### src/rtl/memio_bus.sv
// Memory-mapped I/O mapper: region decode for dmem/smem, peripheral registers and keyboard FIFO.
// Optional game tick timer is built only when MEMIO_TIMER_EN is defined.
module memio_bus #(
  parameter int KBD_DEPTH = 8,
  parameter int NLED      = 16,
  parameter int TIMER_DIV = 100000
) (
  input  logic            clock,
  input  logic            reset,
  input  logic [31:0]     cpu_addr,
  input  logic [31:0]     cpu_writedata,
  input  logic            cpu_wr,
  input  logic            cpu_rd,
  output logic [31:0]     cpu_readdata,
  output logic            dmem_wr,
  input  logic [31:0]     dmem_readdata,
  output logic            smem_wr,
  input  logic [3:0]      smem_readdata,
  input  logic [7:0]      keyb_data,
  input  logic            keyb_valid,
  input  logic [8:0]      accelX,
  input  logic [8:0]      accelY,
  output logic            audEn,
  output logic [31:0]     period,
  output logic [NLED-1:0] LED
);

  localparam int AW = $clog2(KBD_DEPTH);
  localparam int CW = AW + 1;

  localparam logic [1:0] REG_DMEM = 2'b01;
  localparam logic [1:0] REG_SMEM = 2'b10;
  localparam logic [1:0] REG_IO   = 2'b11;

  localparam logic [2:0] SEL_KBD    = 3'b000;
  localparam logic [2:0] SEL_ACCEL  = 3'b001;
  localparam logic [2:0] SEL_PERIOD = 3'b010;
  localparam logic [2:0] SEL_LED    = 3'b011;
  localparam logic [2:0] SEL_STATUS = 3'b100;
  localparam logic [2:0] SEL_TICK   = 3'b101;
  localparam logic [2:0] SEL_AUDCTL = 3'b110;

  logic [1:0] region;
  logic [2:0] sel;
  logic       io_wr;
  logic       io_rd;

  assign region = cpu_addr[17:16];
  assign sel    = cpu_addr[4:2];
  assign io_wr  = cpu_wr & (region == REG_IO);
  assign io_rd  = cpu_rd & (region == REG_IO);

  assign dmem_wr = cpu_wr & (region == REG_DMEM) & ~reset;
  assign smem_wr = cpu_wr & (region == REG_SMEM) & ~reset;

  // Address bits outside the decoded fields are intentionally ignored.
  logic unused_addr;
  assign unused_addr = ^{cpu_addr[31:18], cpu_addr[15:5], cpu_addr[1:0]};

  always_ff @(posedge clock or posedge reset) begin
    if (reset) begin
      LED    <= '0;
      period <= '0;
      audEn  <= 1'b0;
    end else if (io_wr) begin
      case (sel)
        SEL_PERIOD: period <= cpu_writedata;
        SEL_LED:    LED    <= cpu_writedata[NLED-1:0];
        SEL_AUDCTL: audEn  <= cpu_writedata[0];
        default:    ;
      endcase
    end
  end

  logic [7:0]    kbd_mem [KBD_DEPTH];
  logic [AW-1:0] wptr;
  logic [AW-1:0] rptr;
  logic [CW-1:0] count;
  logic          overflow;
  logic          empty;
  logic          full;
  logic          pop;
  logic          push;

  assign empty = (count == '0);
  assign full  = (count == CW'(KBD_DEPTH));
  assign pop   = io_rd & (sel == SEL_KBD) & ~empty;
  // A pop in the same cycle frees the slot, so a full FIFO still accepts the byte.
  assign push  = keyb_valid & (~full | pop);

  always_ff @(posedge clock) begin
    if (push) kbd_mem[wptr] <= keyb_data;
  end

  always_ff @(posedge clock or posedge reset) begin
    if (reset) begin
      wptr     <= '0;
      rptr     <= '0;
      count    <= '0;
      overflow <= 1'b0;
    end else begin
      if (push) wptr <= wptr + 1'b1;
      if (pop)  rptr <= rptr + 1'b1;
      if (push && !pop)      count <= count + 1'b1;
      else if (pop && !push) count <= count - 1'b1;
      if (keyb_valid && !push)
        overflow <= 1'b1;
      else if (io_wr && sel == SEL_STATUS && cpu_writedata[1])
        overflow <= 1'b0;
    end
  end

  logic [31:0] tick_rd;

`ifdef MEMIO_TIMER_EN
  logic [31:0] presc;
  logic [31:0] tick;

  always_ff @(posedge clock or posedge reset) begin
    if (reset) begin
      presc <= '0;
      tick  <= '0;
    end else if (io_wr && sel == SEL_TICK) begin
      presc <= '0;
      tick  <= cpu_writedata;
    end else if (presc == 32'(TIMER_DIV - 1)) begin
      presc <= '0;
      tick  <= tick + 32'd1;
    end else begin
      presc <= presc + 32'd1;
    end
  end

  assign tick_rd = tick;
`else
  assign tick_rd = '0;
`endif

  logic [31:0] count32;
  logic [31:0] kbd_rd;

  assign count32 = 32'(count);
  assign kbd_rd  = empty ? 32'd0 : {23'b0, 1'b1, kbd_mem[rptr]};

  always_comb begin
    cpu_readdata = '0;
    case (region)
      REG_DMEM: cpu_readdata = dmem_readdata;
      REG_SMEM: cpu_readdata = {28'b0, smem_readdata};
      REG_IO: begin
        case (sel)
          SEL_KBD:    cpu_readdata = kbd_rd;
          SEL_ACCEL:  cpu_readdata = {7'b0, accelX, 7'b0, accelY};
          SEL_PERIOD: cpu_readdata = period;
          SEL_LED:    cpu_readdata = 32'(LED);
          SEL_STATUS: cpu_readdata = {16'b0, count32[7:0], 6'b0, overflow, empty};
          SEL_TICK:   cpu_readdata = tick_rd;
          SEL_AUDCTL: cpu_readdata = {31'b0, audEn};
          default:    cpu_readdata = '0;
        endcase
      end
      default: cpu_readdata = '0;
    endcase
  end

endmodule
### config.mk
export PLATFORM = sky130hd
export DESIGN_NAME = memio_bus
export DESIGN_NICKNAME = d
export VERILOG_FILES = /design/src/rtl/memio_bus.sv
export SDC_FILE = /design/constraint.sdc
export NUM_CORES = 1
export LEC_CHECK = 0
export ABC_AREA = 1
export CORE_MARGIN = 2
export CORE_UTILIZATION = 42
export DETAILED_ROUTE_END_ITERATION = 12
export GPL_TIMING_DRIVEN = 0
export HOLD_SLACK_MARGIN = 0.02
export PLACE_DENSITY_LB_ADDON = 0.3
export SETUP_SLACK_MARGIN = 0.02
export SLEW_MARGIN = 0
export SYNTH_ARGS = -nofsm -noshare
export SYNTH_HDL_FRONTEND = slang
export SYNTH_SLANG_ARGS = --single-unit
### constraint.sdc
create_clock -name clock -period 2.4 [get_ports clock]
set_clock_uncertainty 0.1 [all_clocks]
set_input_delay 0.72 -clock clock [delete_from_list [all_inputs] [get_ports clock]]
set_output_delay 0.72 -clock clock [all_outputs]
set_load 0.02 [all_outputs]
Word-level counts from Yosys, hierarchy flattened
Memory sizes are Yosys's and may differ from the RTL's.
Index checks and enable logic that the tools add are counted.

operators by class
  add/subtract/negate cells = 4
  multipliers = 0
  divide/modulo/power cells = 0
  magnitude comparators = 0
  eq/ne operators = 9
  shifts and indexed selects = 0
  mux-type cells = 9
  bitwise operators = 13
  reduce and logical (&&, ||, !) cells = 14

operators by type and width
  operator               number
  $pmux W32 S6           1
  $pmux W32 S3           1
  $and A1 B1 Y1          9
  $mux W9                1
  $mux W4                2
  $add A3 B1 Y3 const B  2
  $eq A3 B2 Y1 const B   2
  $eq A3 B3 Y1 const B   2
  $reduce_and A2 Y1      3
  $logic_and A1 B1 Y1    5
  $add A4 B1 Y4 const B  1
  $eq A2 B2 Y1 const B   2
  $eq A4 B4 Y1 const B   1
  $logic_not A4 Y1       1
  $mux W1                4
  $reduce_bool A2 Y1     2
  $sub A4 B1 Y4 const B  1
  $eq A3 B1 Y1 const B   1
  $logic_not A3 Y1       1
  $not A1 Y1             3
  $eq A2 B1 Y1 const B   1
  $logic_not A1 Y1       2
  $or A1 B1 Y1           1

storage, ports and cells
  register bits = 60
  latch bits = 0
  bits in writable memories = 64
  bits in read-only memories = 0
  input bits = 131
  memories kept = 1

memory list
  name     depth  width  rd ports  clocked after Yosys merged registers in  wr ports  line  text
  kbd_mem  8      8      1         0                                        1         75    logic [7:0] kbd_mem [KBD_DEPTH];

Logic depth before layout (Yosys ltp)
Gate-level depths: netlist of the first run.

  word-level depth = 10
  mapped depth = 17

Least setup slack after synthesis of the first run
No wires, ideal clock.

  path type = in2reg
  start point = in cpu_addr[3]
  end point = reg count[3]
  arrival = 2.541 ns
  required time = 2.179 ns
  path slack = -0.362 ns
  stages on the path = 17
  buffers on the path = 1
  cell sequence = buf_6 nor2_2 nand2_2 a21oi_4 nand2_4 nand2_8 nand2_8 inv_4 ha_1 inv_1 ha_1 a21oi_1 nand2_1 a21oi_1 o21ai_0 nand2_1 nand2_1

on the way
  longest elaborated chain between the ends = 8

ends and longest elaborated chain
  element                              line  text
  start, declared                      10    input logic [31:0] cpu_addr,
  $logic_not A3 Y1 *                   87    assign pop = io_rd & (sel == SEL_KBD) & ~empty;
  $and A1 B1 Y1 * (2 in a row)         87
  $or A1 B1 Y1 *                       89    assign push = keyb_valid & (~full | pop);
  $and A1 B1 Y1 *                      89
  via push                             83    logic push;
  $logic_not A1 Y1                     105   else if (pop && !push) count <= count - 1'b1;
  $logic_and A1 B1 Y1                  105
  $reduce_bool A2 Y1 (no source line)  n/a
  end signal, assigned                 104   if (push && !pop) count <= count + 1'b1;
  end signal, assigned                 105
  end, declared                        78    logic [CW-1:0] count;

Mark *: on every way through the listed nets, which the timed path passes. The rest lies on a longest branch.
A chain may end at the register's enable or synchronous reset.

Worst setup path after layout of the first run
  start point = reg rptr[1]
  end point = out cpu_readdata[5]

on the way
  longest elaborated chain between the ends = 4

ends and longest elaborated chain
  element                 line  text
  start, declared         77    logic [AW-1:0] rptr;
  start signal, assigned  103   if (pop) rptr <= rptr + 1'b1;
  $mem_v2 Z8 W8           n/a
  $mux W9                 143   assign kbd_rd = empty ? 32'd0 : {23'b0, 1'b1, kbd_mem[rptr]};
  $pmux W32 S6            151   case (sel)
  $pmux W32 S3            147   case (region)
  end, declared           14    output logic [31:0] cpu_readdata,

No other way between the ends.

==> load_flow_metrics.sql, run 1 <==
INSERT INTO impl_metrics (metric_group, metric, value, unit) VALUES
('outcome', 'violations', 'negative setup slack', ''),
('worst_setup_path', 'timing.critical_path.mode_cell', 'sky130_fd_sc_hd__nand2_2', ''),
('layout', 'seqCellArea', '0.003427', 'mm^2'),
('timing', 'layout_setup_ws', '-0.2824', 'ns'),
('worst_setup_path', 'required', '1.58', 'ns'),
('layout', 'multi_input_comb_area', '0.002873', 'mm^2'),
('clocking', 'clock-sinks', '124', ''),
('clocking', 'h-tree-depth', '4', ''),
('drt', 'drt_drc_violations_left', '0', ''),
('timing', 'max_clock_freq', '0.3728', 'GHz'),
('drt', 'met2WireLength', '11170', 'um'),
('global_routing', 'grt_antenna_before_repair', '0', ''),
('timing', 'worstMarginPinSlew', '0.6354', 'ns'),
('clocking', 'max-clock-path-buffers', '2', ''),
('die', 'floorplan_die_width', '126.5', 'um'),
('run', 'maxCapViolations', '0', ''),
('layout', 'syn_to_final_growth', '62.96', '%'),
('synth', 'synth-edff-count', '64', ''),
('synth', 'synth.net_count', '827', ''),
('synth', 'synth.top_cell.area_share', '30.47', '%'),
('synth', 'postSynth.topFlopCell', 'sky130_fd_sc_hd__edfxtp_1', ''),
('synth', 'synth_area_leader_cell', 'sky130_fd_sc_hd__edfxtp_1', ''),
('drt', 'routed-wl-met3', '1765', 'um'),
('die', 'row_count', '44', ''),
('drt', 'route.detailed.wl_per_inst', '19.64', 'um'),
('pwr', 'fin_total_pwr', '9.197', 'mW'),
('synth', 'synth_seq_area_share', '54.27', '%'),
('timing', 'final_setup_fails', '33', ''),
('clocking', 'number_of_clock_buffers_inserted_by_tritoncts', '17', ''),
('synth', 'asyncSetResetFlopFracSynth', '48.39', '%'),
('pwr', 'static-leakage-power', '4.675', 'nW'),
('timing', 'final_min_period_over_clock_period', '111.8', '%'),
('pwr', 'power.ir.vdd_worst', '0.0005615', 'V'),
('layout', 'layout-drive-gt1-share', '31.72', '%'),
('place', 'buffer_ports.inserted', '184', ''),
('timing', 'hold_viol_final', '0', ''),
('timing', 'timing_max_transition_violations_final', '0', ''),
('worst_setup_path', 'highest_net_fanout_along_the_worst_path', '10', ''),
('outcome', 'result_of_the_run', 'finished with violations', ''),
('clocking', 'worst_setup_hold_path_clk_slew', '0.05', 'ns'),
('synth', 'ys_ff_latch', '124', ''),
('drt', 'route.detailed.vias_per_inst', '5.298', ''),
('worst_setup_path', 'critical_path.slowest_cell', 'sky130_fd_sc_hd__dfrtp_1', ''),
('clocking', 'cts_root_buffer', 'sky130_fd_sc_hd__clkbuf_16', ''),
('drt', 'highest-signal-layer', 'met4', ''),
('worst_setup_path', 'crit_path_max_incr_delay', '0.36', 'ns'),
('drt', 'drt_pass1_iterations', '5', ''),
('synth', 'synth.distinct_cells', '40', ''),
('layout', 'fillCellCount', '1031', ''),
('worst_setup_path', 'r2r_setup_slack', '-0.07', 'ns'),
('synth', 'netlist_top_cells_area', 'sky130_fd_sc_hd__edfxtp_1 30%, sky130_fd_sc_hd__dfrtp_1 24%, sky130_fd_sc_hd__nand2_1 14%', ''),
('worst_setup_path', 'critPathCaptureType', 'output pin', ''),
('timing', 'rsz0062_at_grt', 'yes', ''),
('synth', 'synth.cell_area', '0.006307', 'mm^2'),
('synth', 'synth_cells', '690', ''),
('drt', 'detailroute.via_count', '6003', ''),
('global_routing', 'globalRouteOverflowTotal', '0', ''),
('die', 'design.die.area', '0.01601', 'mm^2'),
('layout', 'n_antenna_cell', '0', ''),
('die', 'initial_core_util', '43.23', '%'),
('die', 'io_pins', '214', ''),
('die', 'core_area', '0.01459', 'mm^2'),
('timing', 'post-route-min-period', '2.682', 'ns'),
('worst_setup_path', 'worstPathArrival', '1.86', 'ns'),
('global_routing', 'globalRouteTotalUtil', '27.17', '%'),
('synth', 'ys.warnings.count', '0', ''),
('drt', 'antenna_nets_post_route', '0', ''),
('drt', 'wirelength_met1', '8611', 'um'),
('place', 'place_ws', '-1.362', 'ns'),
('drt', 'drt_first_iter_violations', '484', ''),
('global_routing', 'largest_net_degree_at_the_start_of_global_routing', '40', '');
## flip-flops by register name, indices dropped and copies added, names as in the netlist
register  cells
wptr          3
audEn         1
rptr          3
period       32
overflow      1
kbd_mem      64
LED          16
count         4
## report_power, final
part / total (mW) / switching, mW / internal, mW / leakage [nW]
Clock: 2.59 / 0.947 / 1.65 / 0.277
Sequential: 3.01 / 0.359 / 2.65 / 1.34
Combinational: 3.59 / 1.94 / 1.65 / 3.06
## final timing paths
| kind | start | end | depth (start not counted) |
|---|---|---|---|
| worst min register to register | LED[7] | LED[7] | 2 |
| max in group asynchronous | reset | count[2] | 3 |
| worst max register to register | count[0] | count[3] | 17 |
| worst max-delay path | rptr[1] | cpu_readdata[5] | 9 |
| min in group clock | LED[7] | LED[7] | 2 |
| worst min-delay path | reset | period[22] | 2 |
## cells by family after synthesis
group                    synth area share (%)
AO/OA/AOI/OAI                           7.162
XOR/XNOR                               0.6944
adder cells (fa/ha/maj)                 1.309
buffers and inverters                   8.570
flip-flops                              54.27
multiplexers                            3.987
AND/OR/NAND/NOR                         24.00
## routing by layer
layer,global-route usage (%),vias up
li1,-,2755
met1,34.31,2887
met2,45.45,310
met3,6.158,51
met4,10.73,0
met5,0,-
## stage by stage
stage	instances	cell area [um^2]	util [%]	hold slack, ns
2_1_floorplan	690	6406	-	0.3493
3_3_place_gp	1058	8478	58.11	0.3705
3_5_place_dp	1059	8498	58.25	0.3801
4_1_cts	1125	9960	68.27	0.3977
5_1_grt	1133	10280	70.45	0.4525
6_report	1133	10280	70.45	0.4174
## Yosys cell counts (12+ instances only)
master / number
sky130_fd_sc_hd__a22o_1: 12
sky130_fd_sc_hd__o21ai_0: 20
sky130_fd_sc_hd__edfxtp_1: 64
sky130_fd_sc_hd__nor2_1: 18
sky130_fd_sc_hd__inv_1: 80
sky130_fd_sc_hd__mux2_4: 16
sky130_fd_sc_hd__buf_2: 13
sky130_fd_sc_hd__dfrtp_1: 60
sky130_fd_sc_hd__o21ai_1: 20
sky130_fd_sc_hd__nand3_1: 65
sky130_fd_sc_hd__nand2_1: 242
## cells in the final DEF, fill, tap and decap left out, types with 6 or more instances in the layout
cell type / n
sky130_fd_sc_hd__dfrtp_1: 57
sky130_fd_sc_hd__nand2_1: 196
sky130_fd_sc_hd__o21ai_0: 17
sky130_fd_sc_hd__buf_8: 13
sky130_fd_sc_hd__clkbuf_8: 6
sky130_fd_sc_hd__nand3_1: 28
sky130_fd_sc_hd__nand3_2: 37
sky130_fd_sc_hd__nor2_2: 9
sky130_fd_sc_hd__nand2_2: 37
sky130_fd_sc_hd__buf_12: 9
sky130_fd_sc_hd__buf_6: 44
sky130_fd_sc_hd__mux2_4: 17
sky130_fd_sc_hd__inv_2: 6
sky130_fd_sc_hd__inv_1: 72
sky130_fd_sc_hd__clkdlybuf4s50_1: 144
sky130_fd_sc_hd__o21ai_1: 20
sky130_fd_sc_hd__buf_4: 29
sky130_fd_sc_hd__edfxtp_1: 64
sky130_fd_sc_hd__nand2_4: 12
sky130_fd_sc_hd__nor2_4: 7
sky130_fd_sc_hd__a22o_1: 12
sky130_fd_sc_hd__clkbuf_16: 19
## critical path: cells and delay by family, from the launching register on
family        cells  cell delay, ns
buf+inv           3            0.52
flops             1            0.36
simple gates      6            0.57
## area by class of cell
type / instances / share of cell area [%]
Timing Repair Buffer: 228 / 23.42
Sequential cell: 124 / 33.34
Tap cell: 184 / 2.240
Inverter: 87 / 3.664
Clock inverter: 12 / 1.424
Buffer: 32 / 3.615
Multi-Input combinational cell: 446 / 27.95
Clock buffer: 20 / 4.346
## repair_timing
action,in CTS,in global routing
buffers inserted,27,13
gates cloned,8,2
resized for setup,348,80
endpoints found under the hold margin,0,0
pin swaps,43,39
setup endpoints to repair,101,86
No activity file was read; power rests on OpenSTA's default activity.
==> run 2, diff against run 1 <==
--- a/config.mk
+++ b/config.mk
@@ -11,9 +11,9 @@
 export DETAILED_ROUTE_END_ITERATION = 12
 export GPL_TIMING_DRIVEN = 0
 export HOLD_SLACK_MARGIN = 0.02
-export PLACE_DENSITY_LB_ADDON = 0.3
+export PLACE_DENSITY = 0.79
 export SETUP_SLACK_MARGIN = 0.02
-export SLEW_MARGIN = 0
+export SLEW_MARGIN = 30
 export SYNTH_ARGS = -nofsm -noshare
 export SYNTH_HDL_FRONTEND = slang
 export SYNTH_SLANG_ARGS = --single-unit
==> load_flow_metrics.sql, run 2 (same netlist as run 1, synthesis figures left out) <==
INSERT INTO impl_metrics (metric_group, metric, value, unit) VALUES
('timing', 'hold_viol_final', '0', ''),
('global_routing', 'grt_util_met1', '35.47', '%'),
('timing', 'timing_max_transition_violations_final', '0', ''),
('drt', 'route.detailed.vias_per_inst', '5.426', ''),
('global_routing', 'first_global_vias', '5897', ''),
('timing', 'rsz0062_at_grt', 'yes', ''),
('drt', 'detailroute.via_count', '6121', ''),
('timing', 'max_clock_freq', '0.3639', 'GHz'),
('worst_setup_path', 'r2r_setup_slack', '-0.12', 'ns'),
('worst_setup_path', 'required', '1.58', 'ns'),
('die', 'floorplan_die_width', '126.5', 'um'),
('pwr', 'fin_total_pwr', '9.239', 'mW'),
('layout', 'n_antenna_cell', '0', ''),
('drt', 'drt_first_iter_violations', '606', ''),
('worst_setup_path', 'critPathCaptureType', 'output pin', ''),
('drt', 'drt_pass1_iterations', '5', ''),
('worst_setup_path', 'rr_startpoint', 'count[0]', ''),
('timing', 'worstMarginPinSlew', '0.6835', 'ns'),
('clocking', 'cts_root_buffer', 'sky130_fd_sc_hd__clkbuf_16', ''),
('place', 'buffer_ports.inserted', '184', ''),
('drt', 'totalWireLength', '23290', 'um'),
('die', 'row_count', '44', ''),
('global_routing', 'largest_net_degree_at_the_start_of_global_routing', '48', ''),
('drt', 'antenna_nets_post_route', '0', ''),
('clocking', 'tritoncts_clock_tree', 'built', ''),
('worst_hold_path', 'hold_path_class', 'in2async', ''),
('global_routing', 'globalRouteTotalUtil', '27.87', '%'),
('place', 'dp_hpwl', '14210', 'um'),
('worst_setup_path', 'kind_of_start_point_of_the_critical_path', 'flop', ''),
('timing', 'setup_tns', '-6.872', 'ns'),
('global_routing', 'grt_antenna_before_repair', '0', ''),
('layout', 'final_net_count', '1069', ''),
('clocking', 'max-clock-path-buffers', '2', ''),
('global_routing', 'gr-max-usage-layer', 'met2', ''),
('run', 'maxCapViolations', '0', ''),
('outcome', 'violations', 'negative setup slack', ''),
('layout', 'layout.cells.most_common_list', '197 x sky130_fd_sc_hd__nand2_1, 143 x sky130_fd_sc_hd__clkdlybuf4s50_1, 72 x sky130_fd_sc_hd__inv_1', ''),
('layout', 'largest_register_ffs', '64', ''),
('clocking', 'clk-insertion-delay-late', '0.43', 'ns'),
('die', 'core_area', '0.01459', 'mm^2'),
('clocking', 'h-tree-depth', '4', ''),
('timing', 'layout_setup_ws', '-0.3482', 'ns'),
('worst_setup_path', 'worstPathArrival', '1.93', 'ns'),
('clocking', 'number_of_clock_buffers_inserted_by_tritoncts', '17', ''),
('worst_setup_path', 'endpoint_of_the_worst_register_to_register_path', 'count[3]', ''),
('pwr', 'static-leakage-power', '4.679', 'nW'),
('worst_setup_path', 'highest_net_fanout_along_the_worst_path', '8', ''),
('die', 'initial_core_util', '43.23', '%'),
('worst_setup_path', 'path_class', 'reg2out', ''),
('layout', 'top_register_by_number_of_flip_flops', 'kbd_mem', ''),
('clocking', 'worst_setup_hold_path_clk_slew', '0.06', 'ns'),
('outcome', 'result_of_the_run', 'finished with violations', ''),
('global_routing', 'use_met3', '5.525', '%'),
('global_routing', 'wire_length_of_the_first_global_routing_pass', '33740', 'um'),
('worst_setup_path', 'ff2ff_path_depth', '17', ''),
('die', 'io_pins', '214', ''),
('layout', 'largestRegisters', 'kbd_mem: 64 flops, period: 32 flops, LED: 16 flops', ''),
('timing', 'final_min_period_over_clock_period', '114.5', '%'),
('global_routing', 'globalRouteOverflowTotal', '0', ''),
('timing', 'final_setup_fails', '35', ''),
('clocking', 'clock-sinks', '124', ''),
('place', 'gp_congestion', '0.8441', ''),
('pwr', 'power.ir.vdd_worst', '0.0006140', 'V'),
('drt', 'drt_drc_violations_left', '0', ''),
('die', 'dieHeight', '126.5', 'um'),
('die', 'design.die.area', '0.01601', 'mm^2'),
('drt', 'route.detailed.wl_per_inst', '20.65', 'um'),
('timing', 'post-route-min-period', '2.748', 'ns'),
('global_routing', 'global_route.usage.met2', '47.31', '%'),
('layout', 'layout-drive-gt1-share', '31.67', '%'),
('layout', 'final_common_cell', 'sky130_fd_sc_hd__nand2_1', ''),
('layout', 'syn_to_final_growth', '62.47', '%'),
('timing', 'timing.max_slew.rel_slack', '54.39', '%'),
('pwr', 'power_density', '901.6', 'mW/mm^2');
## run 2: power breakdown
group	total (mW)	internal, mW	switching, mW
combinational	3.57	1.64	1.93
sequential	3.03	2.66	0.376
clock	2.63	1.72	0.912
total	9.24	6.02	3.22
## run 2: per-layer routing
metal / vias to the layer above / wire length, um
met5: - / 0
met4: 0 / 765
met3: 65 / 1824
met2: 316 / 11670
met1: 2981 / 9030
li1: 2759 / -
## run 2: stage by stage
step / util [%] / instance area [um^2] / hold WS [ns] / instances / worst slack (ns)
6_report: 70.24 / 10250 / 0.3124 / 1128 / -0.3482
5_1_grt: 70.24 / 10250 / 0.3283 / 1128 / -0.4233
4_1_cts: 67.88 / 9903 / 0.3115 / 1120 / -0.2843
3_5_place_dp: 58.32 / 8508 / 0.3981 / 1059 / -1.473
3_3_place_gp: 58.11 / 8478 / 0.3704 / 1058 / -1.451
2_1_floorplan: - / 6406 / 0.3493 / 690 / -0.1620
## run 2: layout make-up
| type | count | area [um^2] |
|---|---|---|
| plain buffers | 32 | 381.6 |
| clock buffers | 25 | 528.0 |
| clock inverters | 6 | 80.08 |
| fillers | 977 | 4342 |
| inverters | 87 | 380.4 |
| multi-input cells | 446 | 2836 |
| flip-flops and latches | 124 | 3428 |
| well taps | 184 | 230.2 |
| repair buffers | 224 | 2382 |
## run 2: what timing repair did
action / CTS / global route
endpoints found under the setup margin: 101 / 80
gates cloned: 8 / 1
hold buffers: 0 / 0
gates resized for setup: 347 / 79
setup buffers: 23 / 10
endpoints found under the hold margin: 0 / 0
pin swaps: 42 / 36
## run 2: worst max path at each step
stage	startpoint	end	slack (ns)	depth (start not counted)
6_report	rptr[0]	cpu_readdata[2]	-0.35	11
5_1_grt	rptr[0]	cpu_readdata[2]	-0.42	11
3_5_place_dp	cpu_addr[16]	cpu_readdata[0]	-1.47	9
2_1_floorplan	cpu_addr[3]	count[3]	-0.16	17
3_3_place_gp	cpu_addr[16]	cpu_readdata[0]	-1.45	9
4_1_cts	rptr[0]	cpu_readdata[7]	-0.28	11
## run 2: worst max-delay path, stage by stage, from the launching register on
cell and delay (ns):
sky130_fd_sc_hd__dfrtp_1 0.37, sky130_fd_sc_hd__buf_6 0.16, sky130_fd_sc_hd__clkinv_8 0.11, sky130_fd_sc_hd__clkbuf_16 0.18, sky130_fd_sc_hd__nand2_1 0.08, sky130_fd_sc_hd__nand3_1 0.10
sky130_fd_sc_hd__nand3_1 0.09, sky130_fd_sc_hd__nand3_2 0.11, sky130_fd_sc_hd__nand2_2 0.08, sky130_fd_sc_hd__nand2_1 0.06, sky130_fd_sc_hd__nand2_2 0.06, sky130_fd_sc_hd__buf_6 0.11
